`src/rtl/load_align_unit.sv`:
```
`timescale 1ns/1ps
// load_align_unit
// Turns a byte-addressed RISC-V style load (LB/LH/LW/LBU/LHU) into one or two
// word reads from a fixed-latency data memory. It then extracts the addressed
// bytes and sign- or zero-extends them into a 32-bit result.
//
// Ports
//   clock       rising-edge clock
//   reset_n     asynchronous active-low reset
//   req_valid   load request present
//   req_ready   high only while idle; accept = req_valid && req_ready
//   long_addr   byte address of the load, sampled on accept
//   load_type   funct3 code, sampled on accept
//   mem_read    word read strobe to data memory
//   mem_addr    word-aligned read address
//   mem_rdata   read data, valid the cycle after mem_read
//   read_value  extended load result, held until the next response
//   read_valid  one-cycle pulse marking read_value valid
//   load_error  flags an illegal load_type, only together with read_valid
module load_align_unit (
    input  logic        clock,
    input  logic        reset_n,
    input  logic        req_valid,
    output logic        req_ready,
    input  logic [31:0] long_addr,
    input  logic [2:0]  load_type,
    output logic        mem_read,
    output logic [31:0] mem_addr,
    input  logic [31:0] mem_rdata,
    output logic [31:0] read_value,
    output logic        read_valid,
    output logic        load_error
);

    typedef enum logic [2:0] {
        IDLE,
        RD0,
        WAIT0,
        RD1,
        WAIT1,
        RESP
    } state_t;

    localparam logic [2:0] LB  = 3'b000;
    localparam logic [2:0] LH  = 3'b001;
    localparam logic [2:0] LW  = 3'b010;
    localparam logic [2:0] LBU = 3'b100;
    localparam logic [2:0] LHU = 3'b101;

    state_t      state_q, state_d;
    logic [31:0] addr_q, addr_d;
    logic [2:0]  type_q, type_d;
    logic [31:0] lo_q, lo_d;
    logic [31:0] hi_q, hi_d;
    logic [31:0] value_q, value_d;

    logic        typeLegal;
    logic        typeErr;
    logic        crossing;
    logic [1:0]  off;
    logic [63:0] wide;
    logic [31:0] raw;
    logic [31:0] result;
    logic [31:0] wordAddr;

    assign off      = addr_q[1:0];
    assign wordAddr = {addr_q[31:2], 2'b00};

    // Legality is judged on the live input at accept time.
    // It is judged again on the registered type when the response goes out.
    assign typeLegal = (load_type == LB) || (load_type == LH) || (load_type == LW) ||
                       (load_type == LBU) || (load_type == LHU);
    assign typeErr   = !((type_q == LB) || (type_q == LH) || (type_q == LW) ||
                         (type_q == LBU) || (type_q == LHU));

    // A halfword at offset 3, or a word at any nonzero offset, spills into the next word.
    assign crossing = ((type_q[1:0] == 2'b01) && (off == 2'd3)) ||
                      ((type_q[1:0] == 2'b10) && (off != 2'd0));

    // Little-endian extraction: shift the two-word window down by the byte offset.
    // For non-crossing loads only lo contributes to the bits that survive truncation.
    assign wide = {hi_q, lo_q} >> {off, 3'b000};
    assign raw  = wide[31:0];

    always_comb begin
        result = 32'h0;
        case (type_q)
            LB:      result = {{24{raw[7]}}, raw[7:0]};
            LH:      result = {{16{raw[15]}}, raw[15:0]};
            LW:      result = raw;
            LBU:     result = {24'h0, raw[7:0]};
            LHU:     result = {16'h0, raw[15:0]};
            default: result = 32'h0;
        endcase
    end

    always_ff @(posedge clock or negedge reset_n) begin
        if (!reset_n) begin
            state_q <= IDLE;
            addr_q  <= 32'h0;
            type_q  <= 3'b000;
            lo_q    <= 32'h0;
            hi_q    <= 32'h0;
            value_q <= 32'h0;
        end else begin
            state_q <= state_d;
            addr_q  <= addr_d;
            type_q  <= type_d;
            lo_q    <= lo_d;
            hi_q    <= hi_d;
            value_q <= value_d;
        end
    end

    // Next-state and output logic.
    // read_value shows the fresh result during RESP and the registered copy afterwards.
    always_comb begin
        state_d    = state_q;
        addr_d     = addr_q;
        type_d     = type_q;
        lo_d       = lo_q;
        hi_d       = hi_q;
        value_d    = value_q;
        req_ready  = 1'b0;
        mem_read   = 1'b0;
        mem_addr   = 32'h0;
        read_valid = 1'b0;
        load_error = 1'b0;
        read_value = value_q;

        case (state_q)
            IDLE: begin
                req_ready = 1'b1;
                if (req_valid) begin
                    addr_d  = long_addr;
                    type_d  = load_type;
                    state_d = typeLegal ? RD0 : RESP;
                end
            end
            RD0: begin
                mem_read = 1'b1;
                mem_addr = wordAddr;
                state_d  = WAIT0;
            end
            WAIT0: begin
                lo_d    = mem_rdata;
                state_d = crossing ? RD1 : RESP;
            end
            RD1: begin
                mem_read = 1'b1;
                mem_addr = wordAddr + 32'd4;
                state_d  = WAIT1;
            end
            WAIT1: begin
                hi_d    = mem_rdata;
                state_d = RESP;
            end
            RESP: begin
                read_valid = 1'b1;
                load_error = typeErr;
                read_value = result;
                value_d    = result;
                state_d    = IDLE;
            end
            default: state_d = IDLE;
        endcase
    end

endmodule
```
`config.mk`:
```
export PLATFORM = sky130hd
export DESIGN_NAME = load_align_unit
export DESIGN_NICKNAME = d
export VERILOG_FILES = /design/src/rtl/load_align_unit.sv
export SDC_FILE = /design/constraint.sdc
export NUM_CORES = 1
export LEC_CHECK = 0
export ABC_CLOCK_PERIOD_IN_PS = 2800
export CORE_MARGIN = 2
export CORE_UTILIZATION = 51
export CTS_BUF_LIST = sky130_fd_sc_hd__clkbuf_16
export DETAILED_ROUTE_END_ITERATION = 8
export GPL_TIMING_DRIVEN = 0
export PLACE_DENSITY = 0.8
export SYNTH_ARGS = -nofsm -noshare
export SYNTH_HDL_FRONTEND = slang
export SYNTH_SLANG_ARGS = --single-unit
```
`constraint.sdc`:
```
create_clock -name clock -period 2.8 [get_ports clock]
set_input_delay 0.42 -clock clock [delete_from_list [all_inputs] [get_ports clock]]
set_output_delay 0.42 -clock clock [all_outputs]
set_load 0.02 [all_outputs]
```
==> metrics.md <==
| Metric | Value |
|---|---|
| Post-route worst setup slack | -201 ps |
| Element type at the critical path end | primary output |
| Critical path data required time | 2380 ps |
| Crit path cell chain | nand4_1 -> or4_4 -> buf_6 -> or4_1 -> a21oi_1 -> buf_4 |
| Pwr/cell area | 1230 nW/um^2 |
| Final setup skew | 8.09 ps |
| Buffers & Inverters on Critical Path | 2 |
| Most common cell after layout, fill and taps aside | sky130_fd_sc_hd__dfrtp_1 |
| DPL Wire Length | 12.4 mm |
| GP Congestion | 0.890 |
| Type of the worst setup path | reg -> out |
| Layout net count | 786 |
| Clock insertion delay at the later pin of the skew report | 420 ps |
| Shortest period the worst path allows | 3000 ps |
| Avg WL per Cell | 23.6 um |
| Share of cells above drive strength 1 | 45.7% |
| Mean instance size in the synthesized netlist | 12.5 sq um |
| Arrival time at the worst endpoint | 2580 ps |
| Failing checks | negative setup slack |
| Run status | complete, but fails checks |
| Number of antenna violations at the first check in global routing | 0 |
| Post-route DRC violation count | 0 |
| Proportion of synthesized chip area in sequential cells | 49.2% |
| Drt initial violations | 492 |
| Fill cell count | 667 |
| DR vias/cell | 6.24 |
| Final design utilization | 78.5% |
| Placed cell count | 819 |
| Clock sink count | 126 |
| Synth Instances | 514 |
| Post-route clock period utilization | 107% |
| Number of buffers on the longest clock path | 2 |
| Final number of setup-violating endpoints | 16 |
| Number of flops mapped to enable cells by yosys | 0 |
| Actual slew at the worst max-slew pin | 864 ps |
| Leakage power | 0.00411 uW |
| Antenna cell count | 0 |
| End of the worst register-to-register path | hi_q[10]$_DFFE_PN0P_ |
| Vias after detailed routing | 5588 |
| Floorplan core area | 12100 sq um |
| Max Cap Violations | 0 |
| First-pass detailed-route iteration total | 7 |
| Number of hold-slack violations in the final timing report | 0 |
| Final total power | 11700 uW |
| Post-synthesis sequential element count | 126 |
| Yosys synthesis warning count | 0 |
| Footprint of the multi-input gates | 3490 sq um |
| Top-Level Pins | 138 |
| Largest net degree at the start of global routing | 83 |
| Master of the slowest instance on the critical path | sky130_fd_sc_hd__or4_4 |
| Area growth from synthesis to final layout | 48.4% |
| X dimension of the die | 116 um |
| Detailed-route wire length | 21.1 mm |
| Setup repair after global routing missed its margin | true |
| Global-route wire length before repair | 30.3 mm |
| Normalized max-slew margin | 42.4% |
| Max frequency | 0.333 GHz |
| Category of the worst setup path launch point | flop |
| Storage cell area | 3160 sq um |
| Overall die area | 13500 sq um |
| Class of the most critical hold timing path | in -> async |
| Depth of the most critical reg-to-reg path | 4 |
| Startpoint of the worst-slack reg-to-reg timing path | state_q[1]$_DFFE_PN0P_ |
| Library cells used by synthesis | 43 |
| Total number of placement rows | 40 |
| Final instance count without filler cells | 895 |
| Proportion of register bits with asynchronous set or reset after synthesis | 100% |
| Count of buffers inserted at the top-level ports | 135 |
| Worst-path maximum fanout | 5 |
| Number of global-route vias before repair | 5757 |
| Cell family with most CP delay | simple AND/OR/NAND/NOR gates |
| Most used cells in the layout excluding fill and tap cells | sky130_fd_sc_hd__dfrtp_1 (122), sky130_fd_sc_hd__mux2_2 (87), sky130_fd_sc_hd__clkdlybuf4s50_1 (76) |
| Count of antenna-violating nets left after detailed routing | 0 |
| Cell area after synthesis | 6410 sq um |
| Grt total ovfl | 0 |
| Clock tree from TritonCTS | done |
| Ys flop type | sky130_fd_sc_hd__dfrtp_1 |
| Slowest stage delay, CP | 570 ps |
| Number of buffers added by the clock tree synthesis step | 17 |
| Worst-case vdd ir drop | 645 uV |
| Clock edge transition at the registers on the reported setup and hold paths | 50 ps |
| Initial standard-cell utilization of the core | 52.9% |
| Setup slack of the most critical reg-to-reg path | 240 ps |
| GRT Total Usage | 30.4% |
| Worst slack at placement | -902 ps |
| CTS Root Buffer Type | sky130_fd_sc_hd__clkbuf_16 |
| Y dimension of the die | 116 um |
| WHS | 496 ps |
| CTS H-tree depth | 4 |
| Total count of max-transition violations in the final report | 0 |
## logic make-up after synthesis
group / after synthesis / synth area share (%)
AO/OA/AOI/OAI: 86 / 9.06
XOR/XNOR: 11 / 1.50
adder cells (fa/ha/maj): 1 / 0.195
buffers and inverters: 52 / 3.38
flip-flops: 126 / 49.2
multiplexers: 122 / 27.0
other: 1 / 0.0585
AND/OR/NAND/NOR: 115 / 9.57
## stage by stage
stage                     instance area, sq um  TNS (ps)
after detailed placement                  8000    -22350
after global routing                      9510     -3380
after floorplan                           6410         0
after global placement                    7970   -459510
after CTS                                 9030      -812
final                                     9510     -1990
## power by group
part           total, uW  switching, uW  internal (uW)
clock network       2090            806           1290
logic               6080           2930           3150
registers           3540            854           2680
total              11700           4600           7110
## registers in the layout (all words and copies together), names as in the netlist
register  flops
hi_q         24
state_q       3
addr_q       32
value_q      32
type_q        3
lo_q         32
## how the worst max path moves through the flow
stage | startpoint | end | slack (ps) | depth (start not counted)
floorplan | addr_q[11]$_DFFE_PN0P_ | mem_addr[28] | 170 | 6
global placement | reset_n | hi_q[16]$_DFFE_PN0P_ | -3500 | 1
detailed placement | state_q[0]$_DFFE_PN0P_ | read_value[23] | -900 | 7
CTS | addr_q[15]$_DFFE_PN0P_ | mem_addr[28] | -130 | 7
global route | addr_q[6]$_DFFE_PN0P_ | mem_addr[28] | -240 | 7
finish | addr_q[7]$_DFFE_PN0P_ | mem_addr[21] | -200 | 6
## cell usage after synthesis, types with 2 or more instances
| library cell | instances | area share (%) |
|---|---|---|
| sky130_fd_sc_hd__dfrtp_1 | 126 | 49 |
| sky130_fd_sc_hd__inv_1 | 15 | 0.88 |
| sky130_fd_sc_hd__or3_1 | 5 | 0.49 |
| sky130_fd_sc_hd__a21oi_1 | 17 | 1.3 |
| sky130_fd_sc_hd__nand2b_1 | 3 | 0.29 |
| sky130_fd_sc_hd__buf_2 | 5 | 0.39 |
| sky130_fd_sc_hd__a22oi_1 | 16 | 1.9 |
| sky130_fd_sc_hd__nor2_1 | 17 | 1.0 |
| sky130_fd_sc_hd__and3_1 | 2 | 0.20 |
| sky130_fd_sc_hd__a22o_1 | 16 | 2.2 |
| sky130_fd_sc_hd__buf_1 | 3 | 0.18 |
| sky130_fd_sc_hd__nor3_1 | 3 | 0.23 |
| sky130_fd_sc_hd__and4_1 | 3 | 0.41 |
| sky130_fd_sc_hd__xor2_1 | 3 | 0.41 |
| sky130_fd_sc_hd__nor4_1 | 6 | 0.59 |
| sky130_fd_sc_hd__o31ai_1 | 12 | 1.4 |
| sky130_fd_sc_hd__and2_1 | 3 | 0.29 |
| sky130_fd_sc_hd__xnor2_1 | 8 | 1.1 |
| sky130_fd_sc_hd__nand2_1 | 34 | 2.0 |
| sky130_fd_sc_hd__or4_1 | 14 | 1.6 |
| sky130_fd_sc_hd__nand3b_1 | 2 | 0.23 |
| sky130_fd_sc_hd__nand4_1 | 8 | 0.78 |
| sky130_fd_sc_hd__clkbuf_1 | 26 | 1.5 |
| sky130_fd_sc_hd__o21ai_0 | 18 | 1.4 |
| sky130_fd_sc_hd__mux4_2 | 32 | 11 |
| sky130_fd_sc_hd__buf_4 | 2 | 0.23 |
| sky130_fd_sc_hd__mux2i_1 | 3 | 0.47 |
| sky130_fd_sc_hd__nor2b_1 | 2 | 0.20 |
| sky130_fd_sc_hd__nor3b_1 | 2 | 0.23 |
| sky130_fd_sc_hd__mux2_2 | 87 | 15 |
| sky130_fd_sc_hd__nand3_1 | 9 | 0.70 |
## layout make-up
cell class | instances | area share (%)
Buffer | 34 | 2.96
Clock buffer | 17 | 4.47
Clock inverter | 14 | 1.38
Inverter | 15 | 0.592
Multi-Input combinational cell | 337 | 36.8
Sequential cell | 126 | 33.2
Tap cell | 168 | 2.21
Timing Repair Buffer | 184 | 18.4
## timing repair
action                                 4_1_cts  5_1_grt
setup buffers                               30       14
hold buffers                                 1        0
pin swaps                                   31       18
setup endpoints to repair                   85       62
gates resized for setup                    260      137
gates cloned                                 2        1
endpoints found under the hold margin       44        0
## routing by layer
| metal | GRT usage, % | vias to the layer above | wire length [um] |
|---|---|---|---|
| met3 | 7.01 | 72 | 1910 |
| li1 | - | 2351 | - |
| met4 | 13.6 | 0 | 602 |
| met2 | 50.8 | 328 | 10700 |
| met5 | 0 | - | 0 |
| met1 | 38.2 | 2837 | 7930 |
No activity file was read; power rests on OpenSTA's default activity.
